`config.mk`:
```
export PLATFORM = sky130hd
export DESIGN_NAME = fetch_stage
export DESIGN_NICKNAME = d
export VERILOG_FILES = /design/src/rtl/fetch_stage.sv
export SDC_FILE = /design/constraint.sdc
export NUM_CORES = 1
export LEC_CHECK = 0
export BUFFER_PORTS_ARGS = -buffer_cell sky130_fd_sc_hd__buf_2
export CORE_AREA = 8 8 122 102
export CTS_BUF_LIST = sky130_fd_sc_hd__clkbuf_2
export CTS_CLUSTER_SIZE = 12
export DETAILED_ROUTE_END_ITERATION = 7
export DIE_AREA = 0 0 130 110
export PLACE_DENSITY = 0.83
export SLEW_MARGIN = 10
export SYNTH_ARGS = -nofsm -noshare
export SYNTH_HDL_FRONTEND = slang
export SYNTH_SLANG_ARGS = --single-unit
```
`constraint.sdc`:
```
create_clock -name clk -period 2.1 [get_ports clk]
set_input_delay 0.42 -clock clk [delete_from_list [all_inputs] [get_ports clk]]
set_output_delay 0.42 -clock clk [all_outputs]
set_load 0.02 [all_outputs]
```
`src/rtl/fetch_stage.sv`:
```
// Instruction-fetch stage: PC register, next-PC selection and IF/ID pipeline register.
// Optional FETCH_RANGE_CHECK_EN adds an out-of-region fetch fault on top of the alignment check.
module fetch_stage #(
  parameter logic [31:0] RESET_PC   = 32'h0000_3000,
  parameter logic [31:0] HANDLER_PC = 32'h0000_4180,
  parameter logic [31:0] IM_START   = 32'h0000_3000,
  parameter logic [31:0] IM_SIZE    = 32'h0000_4000
) (
  input  logic        clk,
  input  logic        rst_n,
  input  logic        stall,
  input  logic        redirect,
  input  logic [31:0] redirect_pc,
  input  logic        exc_enter,
  input  logic        eret,
  input  logic [31:0] epc,
  output logic [31:0] im_pc,
  input  logic [31:0] im_code,
  output logic [31:0] id_pc,
  output logic [31:0] id_code,
  output logic        id_valid,
  output logic [4:0]  id_exccode,
  output logic        id_bd
);

  localparam logic [4:0] EXC_ADEL = 5'd4;

  logic [31:0] r_pc;
  logic [31:0] w_pc_next;
  logic        w_fault;
  logic        w_flush;

  logic [31:0] r_id_pc;
  logic [31:0] r_id_code;
  logic        r_id_valid;
  logic [4:0]  r_id_exccode;
  logic        r_id_bd;

  assign im_pc   = r_pc;
  assign w_flush = exc_enter | eret;

`ifdef FETCH_RANGE_CHECK_EN
  // 33-bit compare so IM_START + IM_SIZE cannot wrap past the top of memory.
  logic [32:0] w_pc_ext;
  logic [32:0] w_lo;
  logic [32:0] w_hi;
  assign w_pc_ext = {1'b0, r_pc};
  assign w_lo     = {1'b0, IM_START};
  assign w_hi     = {1'b0, IM_START} + {1'b0, IM_SIZE};
  assign w_fault  = (r_pc[1:0] != 2'b00) | (w_pc_ext < w_lo) | (w_pc_ext >= w_hi);
`else
  assign w_fault  = (r_pc[1:0] != 2'b00);
`endif

  always_comb begin
    w_pc_next = r_pc + 32'd4;
    if (exc_enter)     w_pc_next = HANDLER_PC;
    else if (eret)     w_pc_next = epc;
    else if (stall)    w_pc_next = r_pc;
    else if (redirect) w_pc_next = redirect_pc;
  end

  always_ff @(posedge clk or negedge rst_n) begin
    if (!rst_n) r_pc <= RESET_PC;
    else        r_pc <= w_pc_next;
  end

  // IF/ID register: no flush on redirect, so the word fetched alongside it becomes the delay slot.
  always_ff @(posedge clk or negedge rst_n) begin
    if (!rst_n) begin
      r_id_pc      <= 32'h0;
      r_id_code    <= 32'h0;
      r_id_valid   <= 1'b0;
      r_id_exccode <= 5'd0;
      r_id_bd      <= 1'b0;
    end else if (w_flush) begin
      r_id_pc      <= r_pc;
      r_id_code    <= 32'h0;
      r_id_valid   <= 1'b0;
      r_id_exccode <= 5'd0;
      r_id_bd      <= 1'b0;
    end else if (!stall) begin
      r_id_pc      <= r_pc;
      r_id_valid   <= 1'b1;
      r_id_bd      <= redirect;
      r_id_code    <= w_fault ? 32'h0 : im_code;
      r_id_exccode <= w_fault ? EXC_ADEL : 5'd0;
    end
  end

  assign id_pc      = r_id_pc;
  assign id_code    = r_id_code;
  assign id_valid   = r_id_valid;
  assign id_exccode = r_id_exccode;
  assign id_bd      = r_id_bd;

endmodule
```
# Yosys cells after proc, flatten, opt, wreduce, memory -nomap -nowiden

Cells that the tools add are included.

Logic and storage cells: 27
Output and inout port bits: 103
Register bits: 103

Bitwise operators: 1
Add/sub/neg operators: 1
Equality and inequality tests: 2
Reductions and logical operators: 1
Muxes and demuxes: 16

Operator list:

| kind                                                                     | count |
|---|---|
| 32-bit 2-to-1 mux                                                        | 9 |
| 32-bit by 3-bit adder with 32-bit output (second input constant)         | 1 |
| 5-bit 2-to-1 mux                                                         | 2 |
| 1-bit 2-to-1 mux                                                         | 4 |
| 3-bit 2-to-1 mux                                                         | 1 |
| 3-bit by 1-bit inequality test with 1-bit output (second input constant) | 1 |
| 2-bit by 1-bit inequality test with 1-bit output (second input constant) | 1 |
| 2-bit nonzero test                                                       | 1 |
| 1-bit bitwise OR                                                         | 1 |

# Longest topological paths before layout

Depth in word-level cells: 5
Mapped depth: 7

# Worst setup path after synthesis

No wires, ideal clock.

Path kind: reg-to-reg
Start point: register r_pc[4], in the netlist im_pc[4]
End point: register r_pc[31], in the netlist im_pc[31]
Data required time: 1.976 ns
Arrival: 1.837 ns
Stages on the path, launching flop included: 7
Path slack: 0.139 ns
Period minus slack after synthesis: 1.961 ns
Path through: dfrtp_1 -> buf_2 -> nand4_4 -> nor4_4 -> nand4_1 -> a21o_1 -> a211o_1

Cells in the longest elaborated chain, start to end: 5

Ends and longest elaborated chain:

| item                                     | RTL line | source |
|---|---|---|
| start, declared                          | 28       | `logic [31:0] r_pc;` |
| start signal, assigned                   | 65       | `else r_pc <= w_pc_next;` |
| 32-bit by 3-bit adder with 32-bit output | 56       | `w_pc_next = r_pc + 32'd4;` |
| 32-bit 2-to-1 mux                        | 60       | `else if (redirect) w_pc_next = redirect_pc;` |
| 32-bit 2-to-1 mux                        | 59       | `else if (stall) w_pc_next = r_pc;` |
| 32-bit 2-to-1 mux                        | 58       | `else if (eret) w_pc_next = epc;` |
| 32-bit 2-to-1 mux                        | 57       | `if (exc_enter) w_pc_next = HANDLER_PC;` |

Every way passes these cells. The select of a mux whose other input is x is not followed.
A chain may end at the register's enable or synchronous reset.

# Worst setup path after layout

Start point: register r_pc[1], in the netlist im_pc[1]
End point: register r_id_code[15], in the netlist id_code[15]

Cells in the longest elaborated chain, start to end: 4

Ends and longest elaborated chain:

| item                 | RTL line | source |
|---|---|---|
| 2-bit nonzero test   | 52       | `assign w_fault = (r_pc[1:0] != 2'b00);` |
| 32-bit 2-to-1 mux    | 86       | `r_id_code <= w_fault ? 32'h0 : im_code;` |
| 32-bit 2-to-1 mux    | 82       | `end else if (!stall) begin` |
| 32-bit 2-to-1 mux    | 76       | `end else if (w_flush) begin` |
| end signal, assigned | 86       |  |
| end, declared        | 34       | `logic [31:0] r_id_code;` |

Every way passes these cells. The select of a mux whose other input is x is not followed.

==> flow_summary.toml <==
[status]
status = "finished, final reports clean"

[sta]
fin_crit_ns = 2.01
holdWs_ns = 0.0378
max_freq_mhz = 498
finClkSkew_ns = 0.0318
min_period_over_period_pct = 95.7
relSlewSlack_pct = 22.4
tightest_slew_ns = 1.16
hold_violations = 0
setup_viol_count_final = 0
slew_viol_final = 0
finalSetupTns_ns = 0

[setup_path]
slowest_delay_ns = 0.94
critPathLaunch = "im_pc[1]"
cp.buffers_inverters = 0
regToRegSetupSlack_ns = 0.09
worstPathMaxFanout = 32
rr_startpoint = "im_pc[1]"
cp_top_family = "simple AND/OR/NAND/NOR gates"
r2r_cells = 3
crit_end = "id_code[15]"
critPathLaunchType = "flop"
critical_path_class = "flop to flop"
crit_cells = 3
crit_required_ns = 2.64
crit_path_top_delay_cell = "and2_1"
worstReg2RegEnd = "id_code[15]"
crit_chain = "nor3_1 -> and2_1 -> a22o_1"
crit_arrival_ns = 2.55
crit_path_end_kind = "flop"

[final_layout]
drive_gt1_share_pct = 33.8
finish.utilization_pct = 65.7
layout_commonest_cell = "buf_2"
nNetsFinal = 902
final_cell_mix = "buf_2, nand2_1, dfrtp_1"
syn_to_final_growth_pct = 35.4

[power_and_ir_drop]
power_frac_seq_pct = 54.3
combPwrFrac_pct = 24.7
cellLeakagePower_uw = 0.00362
p_sw_share_pct = 35.0
pwr-share-clk_pct = 21.1
ir_worst_vdd_mv = 0.494
p_switching_uw = 1390
p_per_area_nw_per_um2 = 575
internal_power_uw = 2580

[drt]
dr.pass1.iters = 5
drt_iter0_drc = 537
drt_drc_violations_left = 0
wl_per_cell_um = 19.3
wl_met2_mm = 8.81
vias_per_cell = 5.76
antenna_left = 0
dr_total_vias = 5482
maxUsedRoutingLayer = "met4"
met1_length_mm = 7.19
wl_met3_mm = 1.95
wirelength_mm = 18.4

[floorplan]
rows = 34
initial_utilization_pct = 48.5
die_h_um = 110
core_region_area_sq_um = 10500
dieArea_sq_um = 14300
die_w_um = 130
ios = 205

[synth]
netlist_instances = 553
netlist.top_cell.by_area = "dfrtp_1"
ys_ff_latch = 99
synth-edff-count = 0
avgSynthCellArea_sq_um = 9.22
synth_top_area_share_pct = 47.6
synthTopCellsByArea = "dfrtp_1, nand2_1, a22o_1, nor2_1, o21ai_0"
synth_area_sq_um = 5100
synth_flop_cell = "dfrtp_1"
ys_types = 60
yosysWarnings = 0
async_reset_ff_share_pct = 100
seq_area_frac_synth_pct = 48.6

[clock_network]
cts_tree = "yes"
root_buffer = "clkbuf_2"
clock_path_buffers = 2
numClockSinks = 99
cts_inserted_buffers = 9
path_clk_slew_ns = 0.28
insertion_delay_ns = 0.60
htreeDepth = 3

[placed_design]
place.gp.congestion = 0.929
portBuffers = 200
hpwl_mm = 13.5

[global_routing]
antenna_found_initial = 1
first_global_vias = 5243
overflow = 0
grt_max_degree = 52
grt_pass1_wl_mm = 27.7
grtUsageTotal_pct = 24.8

[worst_hold_path]
holdCritPathClass = "primary input to flop"

[flow_run]
maxCapViolations = 0
cell families (layout without fill, tap and decap cells):
group | count (synthesis) | after routing | share of synthesized area (%)
buf+inv | 59 | 307 | 4.81
other cells | 1 | 7 | 0.0736
flops | 99 | 99 | 48.7
xor+xnor | 3 | 3 | 0.516
simple gates | 222 | 222 | 21.1
mux | 12 | 12 | 2.36
compound gates | 156 | 156 | 22.3
fa+ha+maj | 1 | 1 | 0.245
power by group through the flow:
stage | clock, uW | sequential (uW) | combinational, uW
after CTS | 861 | 2150 | 956
after floorplan | 0 | 2320 | 334
final | 836 | 2150 | 978
after global placement | 0 | 2170 | 897
after detailed placement | 0 | 2180 | 921
after global routing | 933 | 2170 | 1060
how the worst min path moves through the flow:
| stage | slack [ns] | endpoint | depth (start not counted) | from |
|---|---|---|---|---|
| finish | 0.04 | im_pc[3] | 3 | epc[3] |
| global route | 0.002 | im_pc[30] | 2 | epc[30] |
| CTS | 0.003 | id_code[18] | 2 | im_code[18] |
| detailed placement | 0.35 | id_pc[14] | 1 | rst_n |
| global placement | 0.35 | id_pc[14] | 1 | rst_n |
| floorplan | 0.12 | id_bd | 0 | rst_n |
repair_timing:
item,CTS,global route
buffers inserted,0,0
resized for setup,0,0
hold buffers,23,12
hold endpoints to repair,46,12
synth_stat cells, types with 4 or more instances:
| cell type | n |
|---|---|
| nor3_1 | 6 |
| o211ai_1 | 5 |
| nor2_1 | 43 |
| a2111oi_0 | 6 |
| a221oi_1 | 6 |
| a31oi_1 | 5 |
| inv_1 | 13 |
| dfrtp_1 | 97 |
| a21oi_1 | 22 |
| clkbuf_1 | 29 |
| nand4_1 | 10 |
| o21a_1 | 7 |
| buf_2 | 5 |
| nand2_1 | 114 |
| and3_1 | 7 |
| nand3_1 | 13 |
| nand2b_1 | 6 |
| a211oi_1 | 7 |
| o21ai_0 | 27 |
| buf_1 | 5 |
| buf_4 | 4 |
| a22o_1 | 34 |
| and4_1 | 4 |
| mux2i_1 | 12 |
area by class of cell:
| type | instances | area (sq um) |
|---|---|---|
| Clock inverter | 7 | 52.6 |
| Antenna cell | 3 | 7.51 |
| Tap cell | 144 | 180 |
| Timing Repair Buffer | 277 | 1690 |
| Fill cell | 870 | 3600 |
| Inverter | 14 | 52.6 |
| Multi-Input combinational cell | 398 | 2390 |
| Clock buffer | 9 | 45.0 |
| Sequential cell | 99 | 2480 |
metal layers:
metal,vias to the layer above,global-route usage [%]
met5,-,0
met4,0,6.20
met3,31,7.74
met2,312,40.8
met1,2664,31.3
li1,2475,-
worst min-delay path: stages:
cell     delay (ns)
buf_2          0.08
mux2i_1        0.06
nor2_1         0.08
metrics by stage:
step	power [uW]	std cells	worst slack, ns	area (sq um)
2_1_floorplan	2660	556	0.139	5110
3_3_place_gp	3070	897	0.149	6450
3_5_place_dp	3100	897	0.0115	6450
4_1_cts	3970	936	0.107	6780
5_1_grt	4160	949	-0.0133	6900
6_report	3970	951	0.0913	6900
sequential cells by signal, summed over array words and instances, names as in the netlist:
signal,cells
id_code,32
id_pc,32
im_pc,32
id_bd,1
id_exccode,1
id_valid,1
(Power assumes the default switching activity.)
